**src/rtl/vga_sync_gen.sv**
```systemverilog
// VGA timing generator: divides clkin by 4 into a pixel strobe and produces
// registered sync, blanking, position and line/frame boundary outputs.
module vga_sync_gen #(
    parameter int H_ACTIVE = 640,
    parameter int H_FP     = 16,
    parameter int H_SYNC   = 96,
    parameter int H_BP     = 48,
    parameter int V_ACTIVE = 480,
    parameter int V_FP     = 10,
    parameter int V_SYNC   = 2,
    parameter int V_BP     = 33
) (
    input  logic       clkin,
    input  logic       reset,
    input  logic       en,
    output logic       pix_tick,
    output logic       hsync,
    output logic       vsync,
    output logic       video_on,
    output logic [9:0] pixel_x,
    output logic [9:0] pixel_y,
    output logic       line_start,
    output logic       frame_start
);

    // Totals above 1024 do not fit the 10-bit counters and are unsupported.
    localparam int H_TOT = H_ACTIVE + H_FP + H_SYNC + H_BP;
    localparam int V_TOT = V_ACTIVE + V_FP + V_SYNC + V_BP;

    localparam logic [9:0] H_LAST     = 10'(H_TOT - 1);
    localparam logic [9:0] H_FRONT_AT = 10'(H_ACTIVE);
    localparam logic [9:0] H_SYNC_AT  = 10'(H_ACTIVE + H_FP);
    localparam logic [9:0] H_BACK_AT  = 10'(H_ACTIVE + H_FP + H_SYNC);

    localparam logic [9:0] V_LAST     = 10'(V_TOT - 1);
    localparam logic [9:0] V_FRONT_AT = 10'(V_ACTIVE);
    localparam logic [9:0] V_SYNC_AT  = 10'(V_ACTIVE + V_FP);
    localparam logic [9:0] V_BACK_AT  = 10'(V_ACTIVE + V_FP + V_SYNC);

    typedef enum logic [1:0] {H_ACT, H_FRONT, H_SYNCP, H_BACK} h_state_t;
    typedef enum logic [1:0] {V_ACT, V_FRONT, V_SYNCP, V_BACK} v_state_t;

    logic [1:0] prescale;
    logic       tick;
    logic [9:0] h_cnt;
    logic [9:0] v_cnt;
    logic       h_wrap;
    logic       v_wrap;
    h_state_t   h_state;
    h_state_t   h_next;
    v_state_t   v_state;
    v_state_t   v_next;

    assign tick   = en && (prescale == 2'd3);
    assign h_wrap = (h_cnt == H_LAST);
    assign v_wrap = (v_cnt == V_LAST);

    always_ff @(posedge clkin or posedge reset) begin
        if (reset) begin
            prescale <= 2'd0;
        end else if (en) begin
            prescale <= prescale + 2'd1;
        end
    end

    // h_cnt/v_cnt hold the position that the next tick will present on the outputs.
    always_ff @(posedge clkin or posedge reset) begin
        if (reset) begin
            h_cnt <= 10'd0;
            v_cnt <= 10'd0;
        end else if (tick) begin
            h_cnt <= h_wrap ? 10'd0 : h_cnt + 10'd1;
            if (h_wrap) begin
                v_cnt <= v_wrap ? 10'd0 : v_cnt + 10'd1;
            end
        end
    end

    always_ff @(posedge clkin or posedge reset) begin
        if (reset) begin
            h_state <= H_ACT;
            v_state <= V_ACT;
        end else if (tick) begin
            h_state <= h_next;
            v_state <= v_next;
        end
    end

    always_comb begin
        h_next = h_state;
        case (h_state)
            H_ACT:   if (h_cnt == H_FRONT_AT) h_next = H_FRONT;
            H_FRONT: if (h_cnt == H_SYNC_AT)  h_next = H_SYNCP;
            H_SYNCP: if (h_cnt == H_BACK_AT)  h_next = H_BACK;
            H_BACK:  if (h_cnt == 10'd0)      h_next = H_ACT;
            default: h_next = H_ACT;
        endcase
    end

    // The vertical phase only moves when a new line is being presented.
    always_comb begin
        v_next = v_state;
        if (h_cnt == 10'd0) begin
            case (v_state)
                V_ACT:   if (v_cnt == V_FRONT_AT) v_next = V_FRONT;
                V_FRONT: if (v_cnt == V_SYNC_AT)  v_next = V_SYNCP;
                V_SYNCP: if (v_cnt == V_BACK_AT)  v_next = V_BACK;
                V_BACK:  if (v_cnt == 10'd0)      v_next = V_ACT;
                default: v_next = V_ACT;
            endcase
        end
    end

    always_ff @(posedge clkin or posedge reset) begin
        if (reset) begin
            pix_tick    <= 1'b0;
            line_start  <= 1'b0;
            frame_start <= 1'b0;
            hsync       <= 1'b1;
            vsync       <= 1'b1;
            video_on    <= 1'b1;
            pixel_x     <= 10'd0;
            pixel_y     <= 10'd0;
        end else begin
            pix_tick    <= tick;
            line_start  <= tick && (h_cnt == 10'd0) && (pixel_x == H_LAST);
            frame_start <= tick && (h_cnt == 10'd0) && (v_cnt == 10'd0)
                           && (pixel_x == H_LAST) && (pixel_y == V_LAST);
            if (tick) begin
                pixel_x  <= h_cnt;
                pixel_y  <= v_cnt;
                hsync    <= (h_next != H_SYNCP);
                vsync    <= (v_next != V_SYNCP);
                video_on <= (h_next == H_ACT) && (v_next == V_ACT);
            end
        end
    end

endmodule

```
**config.mk**
```make
export PLATFORM = sky130hd
export DESIGN_NAME = vga_sync_gen
export DESIGN_NICKNAME = d
export VERILOG_FILES = /design/src/rtl/vga_sync_gen.sv
export SDC_FILE = /design/constraint.sdc
export NUM_CORES = 1
export LEC_CHECK = 0
export BUFFER_PORTS_ARGS = -buffer_cell sky130_fd_sc_hd__buf_4
export CAP_MARGIN = 5
export CELL_PAD_IN_SITES_DETAIL_PLACEMENT = 0
export CELL_PAD_IN_SITES_GLOBAL_PLACEMENT = 1
export CORE_MARGIN = 2
export CORE_UTILIZATION = 47
export CTS_BUF_LIST = sky130_fd_sc_hd__clkbuf_4
export DETAILED_ROUTE_END_ITERATION = 12
export GPL_TIMING_DRIVEN = 0
export PLACE_DENSITY = 0.92
export SLEW_MARGIN = 10
export SYNTH_ARGS = -nofsm -noshare
export SYNTH_HDL_FRONTEND = slang
export SYNTH_SLANG_ARGS = --single-unit
```
**constraint.sdc**
```tcl
create_clock -name clkin -period 2.8 [get_ports clkin]
set_clock_uncertainty 0.1 [all_clocks]
set_input_delay 0.28 -clock clkin [delete_from_list [all_inputs] [get_ports clkin]]
set_output_delay 0.28 -clock clkin [all_outputs]
set_load 0.02 [all_outputs]
```
==> impl_metrics.py, run 1 <==
metrics = {
    "worst_setup_path": {
        "timing.critical_path.to_type": "flop",
        "critical_path.max_stage_delay_ns": 0.49,
        "worst-setup-path-type": "flop to flop",
        "worst_ep_arrival_time_ns": 2.49,
        "required_ns": 3.03,
        "critical_path.slowest_cell": "sky130_fd_sc_hd__or4bb_1",
        "worst-path-max-fanout": 6,
        "kind_of_start_point_of_the_critical_path": "flop",
        "cp_cell_sequence": "inv_1 > ha_1 > or4bb_1 > nor4_2 > a211oi_1 > a211oi_2 > a32o_1",
        "critical_path.n_buffers_inverters": 1,
        "cpLargestDelayFamily": "simple AND/OR/NAND/NOR gates",
    },
    "finish": {
        "layout-drive-gt1-share_pct": 20.3,
        "finalNonFillerCells": 371,
        "area_delta_synth_final_pct": 16.5,
        "n_fill_cell": 455,
        "finalCoreUtilization_pct": 57.4,
        "most_common_library_cell_in_the_layout_ignoring_fill_and_taps": "sky130_fd_sc_hd__nand2_1",
        "final_net_count": 309,
        "insertedDiodeCount": 0,
        "layout_common_cells": "sky130_fd_sc_hd__nand2_1 (72), sky130_fd_sc_hd__dfrtp_1 (49), sky130_fd_sc_hd__buf_4 (28)",
    },
    "placed_design": {
        "placement.setup.worst_slack_ns": 0.568,
        "numPortBuffers": 28,
        "placed_cells_incl_taps": 361,
        "detailedPlacementHpwl_um": 3890,
        "gp_congestion": 0.855,
    },
    "clock_tree": {
        "cts-root-buf": "sky130_fd_sc_hd__clkbuf_4",
        "clock_path_buffers": 2,
        "clk_latency_ns": 0.37,
        "tritoncts": "done",
        "ctsHtreeMaxLevel": 2,
        "clock_sink_count": 52,
        "postCtsResizedCells": 0,
        "worst_setup_hold_path_clk_slew_ns": 0.15,
        "cts_inserted_buffers": 5,
    },
    "logic_synthesis": {
        "synth_sequential_area_ratio_pct": 51.6,
        "syn_area_um2": 2530,
        "synth_edf_count": 0,
        "post-synth-top-area-cell": "sky130_fd_sc_hd__dfrtp_1",
        "ys.warnings.count": 0,
        "synth_fp_nets": 271,
        "synth-seq-cells": 52,
        "dominantRegCellSynth": "sky130_fd_sc_hd__dfrtp_1",
        "yosys.area.top_type_share_pct": 48.4,
        "yosys-top-cells-area": "sky130_fd_sc_hd__dfrtp_1 (48%), sky130_fd_sc_hd__nand2_1 (11%), sky130_fd_sc_hd__o21ai_0 (3.6%)",
        "syn-mean-instance-area_um2": 9.66,
        "ys_async_sr_fraction_pct": 100,
        "yosysUniqueCellTypes": 51,
        "postSynthCellCount": 262,
    },
    "die": {
        "die_width_um": 77.4,
        "die_height_um": 77.4,
        "rows": 26,
        "core_area_um2": 5140,
        "floorplan.initialDensity_pct": 49.2,
        "pin_count": 29,
        "dieArea_um2": 5990,
    },
    "power": {
        "leak_pwr_nw": 1.40,
        "ir_drop_v": 0.000302,
        "pwr_density_cell_nw_per_um2": 645,
    },
    "drt": {
        "drt.antenna.violating_nets": 0,
        "final_wl_um": 5360,
        "drt-initial-drc-count": 106,
        "remaining_drc_errors": 0,
        "drt-vias-per-instance": 5.34,
        "wire_per_inst_um": 14.4,
        "vias": 1981,
        "drt_first_pass_iters": 4,
    },
    "sta": {
        "post-route-worst-setup-slack_ns": 0.543,
        "worst_pin_slew_ns": 0.581,
        "maxSlewHeadroom_pct": 60.9,
        "unrepaired_setup_endpoints_after_global_routing": "false",
        "final_hold_fails": 0,
        "max_freq_ghz": 0.443,
        "final.period_utilization_pct": 80.6,
        "maxSlewViolCount": 0,
        "tns_ns": 0,
        "timing.final.crit_period_ns": 2.26,
        "final-setup-viol-count": 0,
    },
    "grt": {
        "grt_remaining_overflow": 0,
        "initial_antenna_violation_count": 0,
        "grt_pass1_vias": 1958,
        "grt.total_usage_pct": 19.5,
        "grt_max_degree": 39,
        "grt_pass1_wl_um": 9250,
    },
    "min_path": {
        "worst_hold_path_type": "input port to asynchronous set/reset pin",
    },
    "outcome": {
        "run_status": "completed",
    },
    "flow_run": {
        "cap_violations": 0,
    },
}
Yosys cell counts, types with 2 or more instances:
cell,number
sky130_fd_sc_hd__nor2_1,12
sky130_fd_sc_hd__nand4_1,6
sky130_fd_sc_hd__a21oi_1,5
sky130_fd_sc_hd__inv_1,8
sky130_fd_sc_hd__a32o_1,2
sky130_fd_sc_hd__dfstp_2,3
sky130_fd_sc_hd__nand3_1,11
sky130_fd_sc_hd__nand2b_1,2
sky130_fd_sc_hd__and3_2,2
sky130_fd_sc_hd__o21ai_0,18
sky130_fd_sc_hd__xor2_1,6
sky130_fd_sc_hd__nor3_1,7
sky130_fd_sc_hd__xnor2_1,6
sky130_fd_sc_hd__dfrtp_1,49
sky130_fd_sc_hd__a31oi_1,2
sky130_fd_sc_hd__nor4_1,3
sky130_fd_sc_hd__nand4b_1,2
sky130_fd_sc_hd__and3_1,3
sky130_fd_sc_hd__clkbuf_8,3
sky130_fd_sc_hd__ha_1,6
sky130_fd_sc_hd__clkbuf_1,5
sky130_fd_sc_hd__nand2_1,72
worst min-delay path, delay by kind of cell:
kind / cells / cell delay [ns]
buf+inv: 3 / 0.92
path summary, 6_finish.rpt:
path / to / cells past startpoint / slack [ns] / from
worst max-delay path: video_on / 7 / 0.54 / v_cnt[0]
worst min-delay path: line_start / 3 / 0.31 / reset
worst max register to register: video_on / 7 / 0.54 / v_cnt[0]
worst min register to register: prescale[0] / 1 / 0.39 / prescale[0]
max in group asynchronous: vsync / 4 / 1.74 / reset
min in group clkin: prescale[0] / 1 / 0.39 / prescale[0]
where the power goes:
part / switching [mW] / internal [mW]
sequential: 0.0979 / 0.858
clock: 0.241 / 0.186
combinational: 0.318 / 0.202
total: 0.656 / 1.25
cell families after synthesis:
logic type	share of synthesized area [%]
compound gates	9.05
xor+xnor	4.15
fa+ha+maj	2.97
buf+inv	4.35
flops	51.6
mux	0.445
simple gates	27.5
repair_timing:
item	CTS	global route
hold endpoints to repair	14	1
buffers inserted	0	0
hold buffers	1	1
flip-flops by register name, summed over array words and instances (netlist names):
signal       flops
line_start       1
hsync            1
video_on         1
frame_start      1
pix_tick         1
pixel_y         10
v_cnt           10
pixel_x         10
prescale         2
v_state          2
h_state          2
vsync            1
h_cnt           10
final cells by class:
type	count	area, um2	share of cell area (%)
multi-input combinational	191	1120	37.8
tap	70	87.6	2.97
sequential	52	1310	44.3
buffer	11	80.1	2.72
inverter	8	30.0	1.02
clock buffer	5	37.5	1.27
timing repair buffer	31	250	8.49
clock inverter	3	42.5	1.44
stage by stage:
step	hold slack, ns	area, um2	power (mW)
6_report	0.307	2950	1.90
5_1_grt	0.311	2950	2.02
4_1_cts	0.00210	2940	1.91
2_1_floorplan	0.271	2530	1.29
3_3_place_gp	0.365	2830	1.47
3_5_place_dp	0.159	2850	1.48
per-layer routing:
layer | global-route usage [%] | share of wire [%]
met1 | 27.7 | 47
met2 | 29.9 | 46
met3 | 3.95 | 5.4
met4 | 6.43 | 1.3
met5 | 0 | 0
(Power assumes the default switching activity.)
==> run 2, diff against run 1 <==
Settings changed: ABC_AREA from default to 1, CORE_UTILIZATION 47 to 41, PLACE_DENSITY 0.92 to 0.88.
Clock period 2.8 ns to 1.95 ns, I/O delays scaled along.
==> impl_metrics.py, run 2 <==
metrics = {
    "placed_design": {
        "detailedPlacementHpwl_um": 4260,
        "dpl-instance-area_um2": 2910,
        "numPortBuffers": 28,
        "gp_congestion": 0.876,
    },
    "drt": {
        "final_wl_um": 5710,
        "drt-initial-drc-count": 147,
        "wl_met1_um": 2890,
        "remaining_drc_errors": 0,
        "drt.antenna.violating_nets": 0,
        "drt_first_pass_iters": 4,
        "vias": 2103,
        "routed-wl-met3_um": 240,
        "wire_per_inst_um": 13.7,
        "drt-vias-per-instance": 5.03,
        "maxUsedRoutingLayer": "met4",
        "wl_met2_um": 2510,
    },
    "logic_synthesis": {
        "synth_fp_nets": 313,
        "yosysUniqueCellTypes": 31,
        "dominantRegCellSynth": "sky130_fd_sc_hd__dfrtp_1",
        "yosys.area.top_type_share_pct": 47.4,
        "ys.warnings.count": 0,
        "synth-seq-cells": 52,
        "yosys-top-cells-count": "sky130_fd_sc_hd__nand2_1 (63), sky130_fd_sc_hd__dfrtp_1 (49), sky130_fd_sc_hd__inv_1 (32)",
        "yosys-top-cells-area": "sky130_fd_sc_hd__dfrtp_1 (47%), sky130_fd_sc_hd__nand2_1 (9.1%), sky130_fd_sc_hd__o21ai_0 (5.8%)",
        "synth_edf_count": 0,
        "post-synth-top-area-cell": "sky130_fd_sc_hd__dfrtp_1",
        "syn_area_um2": 2590,
        "postSynthCellCount": 304,
        "ys_async_sr_fraction_pct": 100,
        "synth.most_common_cell": "sky130_fd_sc_hd__nand2_1",
        "syn-mean-instance-area_um2": 8.51,
        "synth_sequential_area_ratio_pct": 50.4,
    },
    "min_path": {
        "worst_hold_path_type": "input port to asynchronous set/reset pin",
    },
    "die": {
        "die_height_um": 83.4,
        "die_width_um": 83.4,
        "rows": 28,
        "dieArea_um2": 6960,
        "floorplan.initialDensity_pct": 42.9,
        "core_area_um2": 6030,
        "pin_count": 29,
    },
    "finish": {
        "layout_common_cells": "sky130_fd_sc_hd__nand2_1 (63), sky130_fd_sc_hd__dfrtp_1 (49), sky130_fd_sc_hd__inv_1 (31)",
        "insertedDiodeCount": 0,
        "finalCoreUtilization_pct": 50.0,
        "final_net_count": 351,
        "area_delta_synth_final_pct": 16.4,
        "final_area_um2": 3010,
        "layout-drive-gt1-share_pct": 19.2,
        "most_common_library_cell_in_the_layout_ignoring_fill_and_taps": "sky130_fd_sc_hd__nand2_1",
    },
    "sta": {
        "maxSlewViolCount": 0,
        "timing.final.crit_period_ns": 1.78,
        "max_freq_ghz": 0.561,
        "final.period_utilization_pct": 91.5,
        "worst_pin_slew_ns": 0.531,
        "maxSlewHeadroom_pct": 64.6,
        "final-setup-viol-count": 0,
        "tns_ns": 0,
        "final_hold_fails": 0,
        "unrepaired_setup_endpoints_after_global_routing": "false",
    },
    "power": {
        "ir_drop_v": 0.000645,
        "pwr_density_cell_nw_per_um2": 1230,
        "finalPower_mw": 3.69,
        "leak_pwr_nw": 1.47,
    },
    "grt": {
        "grt_remaining_overflow": 0,
        "grt_pass1_vias": 1998,
        "initial_antenna_violation_count": 0,
        "grt.total_usage_pct": 17.5,
        "grt_max_degree": 31,
        "grt_pass1_wl_um": 9810,
    },
    "clock_tree": {
        "postCtsResizedCells": 0,
        "worst_setup_hold_path_clk_slew_ns": 0.14,
        "ctsHtreeMaxLevel": 2,
        "post-cts-setup-buffers": 0,
        "cts_inserted_buffers": 5,
        "clk_latency_ns": 0.37,
        "clock_path_buffers": 2,
        "clock_sink_count": 52,
        "cts-root-buf": "sky130_fd_sc_hd__clkbuf_4",
        "tritoncts": "done",
    },
    "worst_setup_path": {
        "timing.critical_path.to_type": "flop",
        "worst_ep_arrival_time_ns": 1.94,
        "worst-setup-path-type": "flop to flop",
        "kind_of_start_point_of_the_critical_path": "flop",
        "cell_repeated_most_along_the_worst_path": "sky130_fd_sc_hd__nand3_1",
        "worst-path-max-fanout": 6,
        "critical_path.n_buffers_inverters": 1,
        "cpLargestDelayFamily": "simple AND/OR/NAND/NOR gates",
        "cp_cell_sequence": "inv_1 > ha_1 > nand3_1 > nor2_1 > nand3_1 > nand2_1 > nand2_1 > nand3_1 > o21ai_0",
        "critical_path.max_stage_delay_ns": 0.42,
        "required_ns": 2.10,
        "critical_path.slowest_cell": "sky130_fd_sc_hd__dfrtp_1",
    },
    "outcome": {
        "run_status": "completed",
    },
    "flow_run": {
        "cap_violations": 0,
    },
}
-- run 2: path summary, 6_finish.rpt --
path	startpoint	endpoint	slack, ns	cells after the start
min in group clkin	video_on	video_on	0.38	2
max	v_cnt[0]	v_state[0]	0.17	9
max in group asynchronous	reset	hsync	0.83	4
min reg2reg	video_on	video_on	0.38	2
min	reset	v_cnt[3]	0.31	3
max reg2reg	v_cnt[0]	v_state[0]	0.17	9
-- run 2: power by group --
group / internal (mW) / leakage [nW] / switching (mW)
clock network: 0.283 / 0.0456 / 0.336
logic: 0.542 / 0.810 / 0.856
registers: 1.40 / 0.611 / 0.274
total: 2.23 / 1.47 / 1.47
-- run 2: layout make-up --
type / count / area, um2
Sequential cell: 52 / 1310
Timing Repair Buffer: 31 / 250
Clock buffer: 6 / 45.0
Inverter: 36 / 136
Fill cell: 588 / 3010
Tap cell: 75 / 93.8
Clock inverter: 2 / 35.0
Multi-Input combinational cell: 209 / 1110
Buffer: 7 / 31.3
-- run 2: kinds of logic (layout without fill, tap and decap cells) --
group | count (synthesis) | in the layout | synth area share, %
DFF | 52 | 52 | 50.4
muxes | 1 | 1 | 0.435
xor gates and xnor gates | 10 | 10 | 3.38
and+or+nand+nor | 152 | 152 | 28.2
adders and majority gates | 6 | 6 | 2.90
AOI/OAI and AO/OA | 40 | 40 | 8.12
buffers and inverters | 43 | 82 | 6.48
-- run 2: worst min-delay path, delay by kind of cell --
family / cells / cell delay (ns)
buffers and inverters: 3 / 1.06
-- run 2: metrics by stage --
stage	hold WS, ns	worst slack, ns	cells
global route	0.333	0.00868	418
CTS	0.306	0.190	418
floorplan	0.186	0.402	304
global placement	0.314	-0.293	407
detailed placement	0.177	0.207	408
finish	0.311	0.166	418
-- run 2: metal layers --
metal,vias up,track usage [%]
met2,39,26.0
li1,1069,-
met3,5,3.38
met5,-,0
met4,0,5.72
met1,990,25.8
-- run 2: what timing repair did --
action,4_1_cts,5_1_grt
setup endpoints to repair,0,0
endpoints found under the hold margin,24,0
hold buffers,2,0
